[config.mk]
export PLATFORM = sky130hd
export DESIGN_NAME = negate_rr_scheduler
export DESIGN_NICKNAME = d
export VERILOG_FILES = /design/src/rtl/negate_rr_scheduler.sv
export SDC_FILE = /design/constraint.sdc
export NUM_CORES = 1
export LEC_CHECK = 0
export ABC_AREA = 0
export CORE_UTILIZATION = 45
export CTS_BUF_LIST = sky130_fd_sc_hd__clkbuf_4
export CTS_CLUSTER_DIAMETER = 120
export DETAILED_ROUTE_END_ITERATION = 12
export PLACE_DENSITY = 0.83
export SLEW_MARGIN = 20
export SYNTH_ARGS = -nofsm -noshare
export SYNTH_HDL_FRONTEND = slang
export SYNTH_SLANG_ARGS = --single-unit
[constraint.sdc]
create_clock -name clk -period 10.9 [get_ports clk]
set_input_delay 2.18 -clock clk [delete_from_list [all_inputs] [get_ports clk]]
set_output_delay 2.18 -clock clk [all_outputs]
set_load 0.005 [all_outputs]
[src/rtl/negate_rr_scheduler.sv]
// Round-robin scheduler sharing one two's-complement negator among NREQ requesters.
// Results are held in a one-entry registered stage tagged with the requester ID.

module complement2s_8 (
    input  logic [7:0] i_a,
    output logic [7:0] o_y,
    output logic       o_ovf
);
    assign o_y   = ~i_a + 8'd1;
    assign o_ovf = (i_a == 8'h80);
endmodule

module negate_rr_scheduler #(
    parameter int NREQ  = 4,
    parameter int WIDTH = 8,
    parameter int IDW   = 2
) (
    input  logic                    clk,
    input  logic                    rst,
    input  logic [NREQ-1:0]         req_valid,
    input  logic [NREQ*WIDTH-1:0]   req_data,
    output logic [NREQ-1:0]         req_ready,
    output logic                    resp_valid,
    output logic [WIDTH-1:0]        resp_data,
    output logic [IDW-1:0]          resp_id,
    output logic                    resp_ovf,
    input  logic                    resp_ready,
    output logic [15:0]             busy_cnt,
    output logic                    dbg_state
);
    // Handshakes: a transfer happens on a rising edge where valid and ready are
    // both high; req_ready is combinational and one-hot on the granted index.

    localparam logic [0:0] ST_EMPTY = 1'b0;
    localparam logic [0:0] ST_FULL  = 1'b1;
    localparam logic [IDW:0] NREQ_W = (IDW+1)'(NREQ);

    logic [0:0]       r_state;
    logic [IDW-1:0]   r_ptr;
    logic [WIDTH-1:0] r_data;
    logic [IDW-1:0]   r_id;
    logic             r_ovf;
    logic [15:0]      r_busy;

    logic             w_can_issue;
    logic             w_any;
    logic             w_grant;
    logic [IDW-1:0]   w_gnt_idx;
    logic [IDW-1:0]   w_ptr_nxt;
    logic [WIDTH-1:0] w_operand;
    logic [WIDTH-1:0] w_neg;
    logic             w_ovf;

    assign w_can_issue = (r_state == ST_EMPTY) || ((r_state == ST_FULL) && resp_ready);
    assign w_grant     = w_can_issue && w_any;

    // Scan from the pointer upward; the explicit wrap keeps non-power-of-two NREQ in range.
    always_comb begin
        logic [IDW:0] v_sum;
        w_any     = 1'b0;
        w_gnt_idx = '0;
        v_sum     = '0;
        for (int i = 0; i < NREQ; i++) begin
            v_sum = {1'b0, r_ptr} + (IDW+1)'(i);
            if (v_sum >= NREQ_W) begin
                v_sum = v_sum - NREQ_W;
            end
            if (!w_any && req_valid[v_sum[IDW-1:0]]) begin
                w_any     = 1'b1;
                w_gnt_idx = v_sum[IDW-1:0];
            end
        end
    end

    always_comb begin
        logic [IDW:0] v_inc;
        v_inc = {1'b0, w_gnt_idx} + (IDW+1)'(1);
        if (v_inc >= NREQ_W) begin
            w_ptr_nxt = '0;
        end else begin
            w_ptr_nxt = v_inc[IDW-1:0];
        end
    end

    always_comb begin
        req_ready = '0;
        if (w_grant) begin
            req_ready[w_gnt_idx] = 1'b1;
        end
    end

    always_comb begin
        w_operand = '0;
        for (int i = 0; i < NREQ; i++) begin
            if (IDW'(i) == w_gnt_idx) begin
                w_operand = req_data[i*WIDTH +: WIDTH];
            end
        end
    end

    generate
        if (WIDTH == 8) begin : g_c8
            complement2s_8 u_neg (
                .i_a   (w_operand),
                .o_y   (w_neg),
                .o_ovf (w_ovf)
            );
        end else begin : g_generic
            assign w_neg = ~w_operand + WIDTH'(1);
            assign w_ovf = (w_operand == {1'b1, {(WIDTH-1){1'b0}}});
        end
    endgenerate

    always_ff @(posedge clk) begin
        if (rst) begin
            r_state <= ST_EMPTY;
            r_ptr   <= '0;
            r_data  <= '0;
            r_id    <= '0;
            r_ovf   <= 1'b0;
        end else if (w_grant) begin
            r_state <= ST_FULL;
            r_ptr   <= w_ptr_nxt;
            r_data  <= w_neg;
            r_id    <= w_gnt_idx;
            r_ovf   <= w_ovf;
        end else if ((r_state == ST_FULL) && resp_ready) begin
            r_state <= ST_EMPTY;
        end
    end

    always_ff @(posedge clk) begin
        if (rst) begin
            r_busy <= '0;
        end else if ((|req_valid) && !w_can_issue && (r_busy != 16'hFFFF)) begin
            r_busy <= r_busy + 16'd1;
        end
    end

    assign resp_valid = (r_state == ST_FULL);
    assign resp_data  = r_data;
    assign resp_id    = r_id;
    assign resp_ovf   = r_ovf;
    assign busy_cnt   = r_busy;
    assign dbg_state  = r_state;

endmodule
### After elaboration in Yosys (flattened, before gate mapping)

Index checks and enable logic that the tools add are counted.

| storage, ports and cells | value |
|---|---|
| bits in registers | 30 |

| cells by class | value |
|---|---|
| add/subtract/negate cells | 10 |
| $lt $le $gt $ge | 11 |
| eq/ne operators | 5 |
| muxes and demuxes | 30 |
| bitwise logic cells | 2 |
| reductions and logical operators | 16 |

Operators by type and width:

| operator | number |
|---|---|
| $mux 8 | 4 |
| $mux 2 | 9 |
| $add 16x1->16 const B | 1 |
| $ne 16x16->1 const B | 1 |
| $lt 2x3->1 const B | 5 |
| $ge 3x3->1 const B | 4 |
| $mux 1 | 11 |
| $add 8x1->8 const B | 1 |
| $bmux 1 s2 | 4 |
| $eq 8x8->1 const B | 1 |
| $logic_and 1x1->1 | 8 |
| $not 8->8 | 1 |
| $sub 2x1->2 const B | 4 |
| $add 2x1->3 const B | 2 |
| $add 2x2->3 const B | 2 |
| $eq 2x2->1 const A | 2 |
| $logic_not 1->1 | 4 |
| $mux 4 | 1 |
| $reduce_or 4->1 | 1 |
| $ge 2x3->1 const B | 1 |
| $demux 1 s2 | 1 |
| $eq 1x2->1 const A | 1 |
| $ge 2x1->1 const B | 1 |
| $logic_not 2->1 | 1 |
| 3 further kinds | 3 |

### Logic depth before layout (Yosys ltp)

| logic depth | value |
|---|---|
| depth after elaboration | 21 |
| gate-level depth with buffers | 15 |
| mapped depth without buffers | 14 |

### By module

Synthesis repeated with hierarchy kept, for this count alone.

| unflattened totals | value |
|---|---|
| cell total of the unflattened synthesis | 248 |
| area, all modules | 1895.6 µm² |

Modules (own cells, without submodules):

| module | instances | cells an instance | area an instance (µm²) | sequential area each (µm²) |
|---|---|---|---|---|
| negate_rr_scheduler | 1 | 228 | 1745.4 | 600.6 |
| complement2s_8 | 1 | 20 | 150.1 | 0.0 |

### Worst setup path before layout

Ideal clock, no wire load.

| timing | value |
|---|---|
| path type | input-to-output |
| from | in req_valid[1] |
| to | out req_ready[1] |
| arrival time | 3.503 ns |
| data required time | 8.720 ns |
| path slack | 5.217 ns |
| stages | 6 |
| buffers on the path | 1 |
| cell sequence | or4_1 > nand2_1 > inv_1 > ha_1 > clkbuf_1 > and3_1 |

| between the ends | value |
|---|---|
| cells in the longest elaborated chain, start to end | 17 |
| elaborated cells between the ends (all ways) | 29 |
| those cells by class | 2 x order compare; 19 x mux; 8 x reduce/logical |

Ends and longest elaborated chain:

| element | RTL line | source |
|---|---|---|
| start: declaration | 20 | `input logic [NREQ-1:0] req_valid,` |
| $bmux 1 s2 | 68 | `if (!w_any && req_valid[v_sum[IDW-1:0]]) begin` |
| $mux 1 (not written as such) | 68 |  |
| $mux 1 | 68 |  |
| $logic_not 1->1 | 68 |  |
| $logic_and 1x1->1 | 68 |  |
| $mux 1 | 68 |  |
| $logic_not 1->1 | 68 |  |
| $logic_and 1x1->1 | 68 |  |
| [... 2 more ...] | -- |  |
| $logic_and 1x1->1 | 68 |  |
| $mux 2 (*) | 68 |  |
| named net w_gnt_idx[0] | 48 | `logic [IDW-1:0] w_gnt_idx;` |
| $lt 2x3->1 (not written as such) or $ge 2x1->1 (tied branches) | 88 | `req_ready[w_gnt_idx] = 1'b1;` |
| $logic_and 1x1->1 (not written as such) | 88 |  |
| $mux 1 (not written as such) | 88 |  |
| $demux 1 s2 (*) | 88 |  |
| $mux 4 (*) | 87 | `if (w_grant) begin` |
| end: declaration | 22 | `output logic [NREQ-1:0] req_ready,` |

Mark *: on every way through the listed nets, which the timed path passes. The rest lies on a longest branch. The select of a mux whose other input is x is not followed.

### Final worst setup path

| timing | value |
|---|---|
| from | in req_valid[3] |
| to | out req_ready[3] |

The elaborated chain is that of the path after synthesis.

==> results.ini <==
[placement]
placed_area_um2=2480
hpwlAfterDp_mm=3.43
numPlacedInstances=333
io_buffer_count=71
place_congestion=0.851

[synthesis]
ys_warn_count=0
synth_fa_ha_area_share_pct=4.29
netlist_instances=223
ys.flop_type=dfxtp_1
syn_nets=268
synth_xor_area_share_pct=7.00
synthMuxAreaShare_pct=1.14
synth_compound_area_share_pct=21.1
synth-seq-cells=30
synth-edff-count=0
ys_seq_area_share_pct=34.3
postSynthAreaPerCell_um2=7.86
synthArstFlopShare_pct=0
synth_top_family_by_area=simple AND/OR/NAND/NOR gates
synth-simple-area-share_pct=27.5
synthesis.area_um2=1750
synth_cell_type_count=43

[timing]
layout_min_cycle_time_ps=6830
final-max-slew-violation-count=0
skew_ps=13.9
max_freq_mhz=146
fin_crit_sh_pct=62.7
setup_viol_count_final=0
holdWs_ps=463
rsz0062_at_grt=no
worst_pin_slew_ps=1080
fin_setup_tns_ps=0
hold_violations=0
relSlewSlack_pct=28.1

[cells_and_area]
finalNonFillerCells=341
final_cell_area_um2=2530
syn2layout_area_growth_pct=44.5
antenna_cells=0
fillCellCount=320
layout.nets=337
drive_gt1_share_pct=4.44
fin_util_pct=68.6

[floorplan]
core_um2=3690
start_util_pct=47.5
dieWidth_um=64.4
row_count=22
die_area_um2=4150
ios=72
die_y_um=64.4

[flow_run]
max-cap-violations=0

[setup_path]
worstPathCellList=clkdlybuf4s50_1 -> inv_1 -> a22oi_1 -> nor2_1 -> nor3_1 -> nand2_1 -> inv_1 -> ha_1 -> inv_1 -> nor2_1 -> clkdlybuf4s50_1
r2r-end=resp_ovf$_SDFFE_PP0P_
max_stage_delay_ps=520
reg2regPathDepth=12
end_kind=output pin
startpoint_type=input port
arrival_ps=4650
required_ps=8720
path_max_fanout=10
path_common_cell=inv_1
worst-setup-path-type=input port to output pin
crit_slowest_cell=clkdlybuf4s50_1
r2r_setup_slack_ps=7190
rr_startpoint=r_ptr[1]$_SDFFE_PP0P_
startpoint=req_valid[3]

[power_and_ir_drop]
p_sw_mw=0.108
p_comb_share_pct=42.0
peakVddDrop_mv=0.104
leakage_nw=0.922
p_int_mw=0.222
powerDensity_nw_per_um2=130
sequentialPowerShare_pct=39.0
p_clk_share_pct=19.1
swShare_pct=32.7

[global_routing]
grtUsageTotal_pct=22.3
grt_pass1_wl_mm=7.23
grt_pass1_vias=1644
antenna_found_initial=0
grt_start_max_net_pins=33
grt_overflow=0

[route]
ant_nets=0
first_iter_violations=77
routedWlPerCell_um=13.3
wl_mm=4.55
drtPass1Iterations=4
drc=0
vias=1827
vias_per_cell=5.36

[clock_network]
path_clk_slew_ps=90
cts.htree.levels=2
worstSkewPairLatency_ps=320
hold_buffers=0
clock-sinks=30
cts_buffers=5
ctsResizeCount=0
cts-root-buf=clkbuf_4
post_cts_buffers=0
clock_path_buffers=2
tritoncts=done

[run_status]
status=complete, no violations

[min_path]
holdPathEnd=resp_id[0]$_SDFFE_PP0P_
min_path_cells=2
hold_path.class=flip-flop to flip-flop
hold_start=resp_id[0]$_SDFFE_PP0P_

flip-flops by register name, summed over array words and instances, names as in the netlist:
signal,cells
resp_ovf,1
r_ptr,2
dbg_state,1
resp_id,2
busy_cnt,16
resp_data,8
power by group through the flow:
| stage | Clock, mW | Sequential, mW | Combinational (mW) |
|---|---|---|---|
| floorplan | 0 | 0.131 | 0.0832 |
| global placement | 0 | 0.131 | 0.136 |
| detailed placement | 0 | 0.131 | 0.137 |
| CTS | 0.0638 | 0.128 | 0.139 |
| global route | 0.0697 | 0.130 | 0.151 |
| finish | 0.0629 | 0.129 | 0.139 |
metrics by stage:
stage          setup WS (ps)  power (mW)
2_1_floorplan           5220       0.214
3_3_place_gp            4140       0.266
3_5_place_dp            4070       0.268
4_1_cts                 4060       0.331
5_1_grt                 3810       0.350
6_report                4070       0.330
cell type report:
class                   count  area, µm²  share of cell area [%]
flip-flops and latches     30        601                    23.7
multi-input cells         174       1070                    42.2
clock inverters             2       8.76                   0.346
inverters                  10       37.5                    1.48
clock buffers               6       45.0                    1.78
well taps                  48       60.1                    2.37
repair buffers             71        711                    28.1
placed cells by master, fill, tap and decap left out, types with 2 or more instances in the layout:
master           instances
clkbuf_4                 6
a22oi_1                  3
inv_1                   10
nor2b_1                  5
nand3b_1                 2
ha_1                     6
nand4_1                  3
and4_1                   2
a21oi_1                 19
o22a_1                   4
and3_1                   7
xnor2_1                  9
xor2_1                   5
clkdlybuf4s50_1         71
a221o_2                  3
dfxtp_1                 30
nand3_1                  9
nand2_1                 28
a221o_1                  3
nor2_1                  22
mux2i_1                  2
nor3_1                   9
o21ai_0                  8
a211oi_1                 4
or3_1                    4
Yosys cell counts, types with 4 or more instances:
master / count / area share [%]
dfxtp_1: 30 / 34
nand2_1: 28 / 6.0
nor2_1: 22 / 4.7
a21oi_1: 19 / 5.4
inv_1: 10 / 2.1
nand3_1: 9 / 2.6
nor3_1: 9 / 2.6
xnor2_1: 9 / 4.5
o21ai_0: 8 / 2.3
and3_1: 7 / 2.5
clkbuf_1: 7 / 1.5
ha_1: 6 / 4.3
nor2b_1: 5 / 1.8
xor2_1: 5 / 2.5
a211oi_1: 4 / 1.7
o22a_1: 4 / 2.0
or3_1: 4 / 1.4
critical path: cells and delay by family:
family / cells / cell delay, ps
buffers and inverters: 5 / 1360
AO/OA/AOI/OAI: 1 / 180
adder cells (fa/ha/maj): 1 / 330
AND/OR/NAND/NOR: 4 / 580
kinds of logic (layout without fill, tap and decap cells):
family                     after synthesis  in the layout
DFF                                     30             30
adders and majority gates                6              6
and+or+nand+nor                         98             98
muxes                                    2              2
xor gates and xnor gates                14             14
buffers and inverters                   19             89
AOI/OAI and AO/OA                       54             54
worst max-delay path by stage:
stage                    to  cells after the start  slack, ps
2_1_floorplan  req_ready[1]                      6       5220
3_3_place_gp   req_ready[3]                     11       4140
3_5_place_dp   req_ready[3]                     11       4070
4_1_cts        req_ready[3]                     11       4060
5_1_grt        req_ready[3]                     11       3810
6_report       req_ready[3]                     11       4070
routing by layer:
metal	part of all wire [%]	vias to the layer above	global-route usage [%]
met5	0	-	0
met4	0.55	0	5.28
met3	3.8	4	6.43
met2	49	42	38.2
met1	46	846	27.4
li1	-	935	-
No activity file was read; power rests on OpenSTA's default activity.
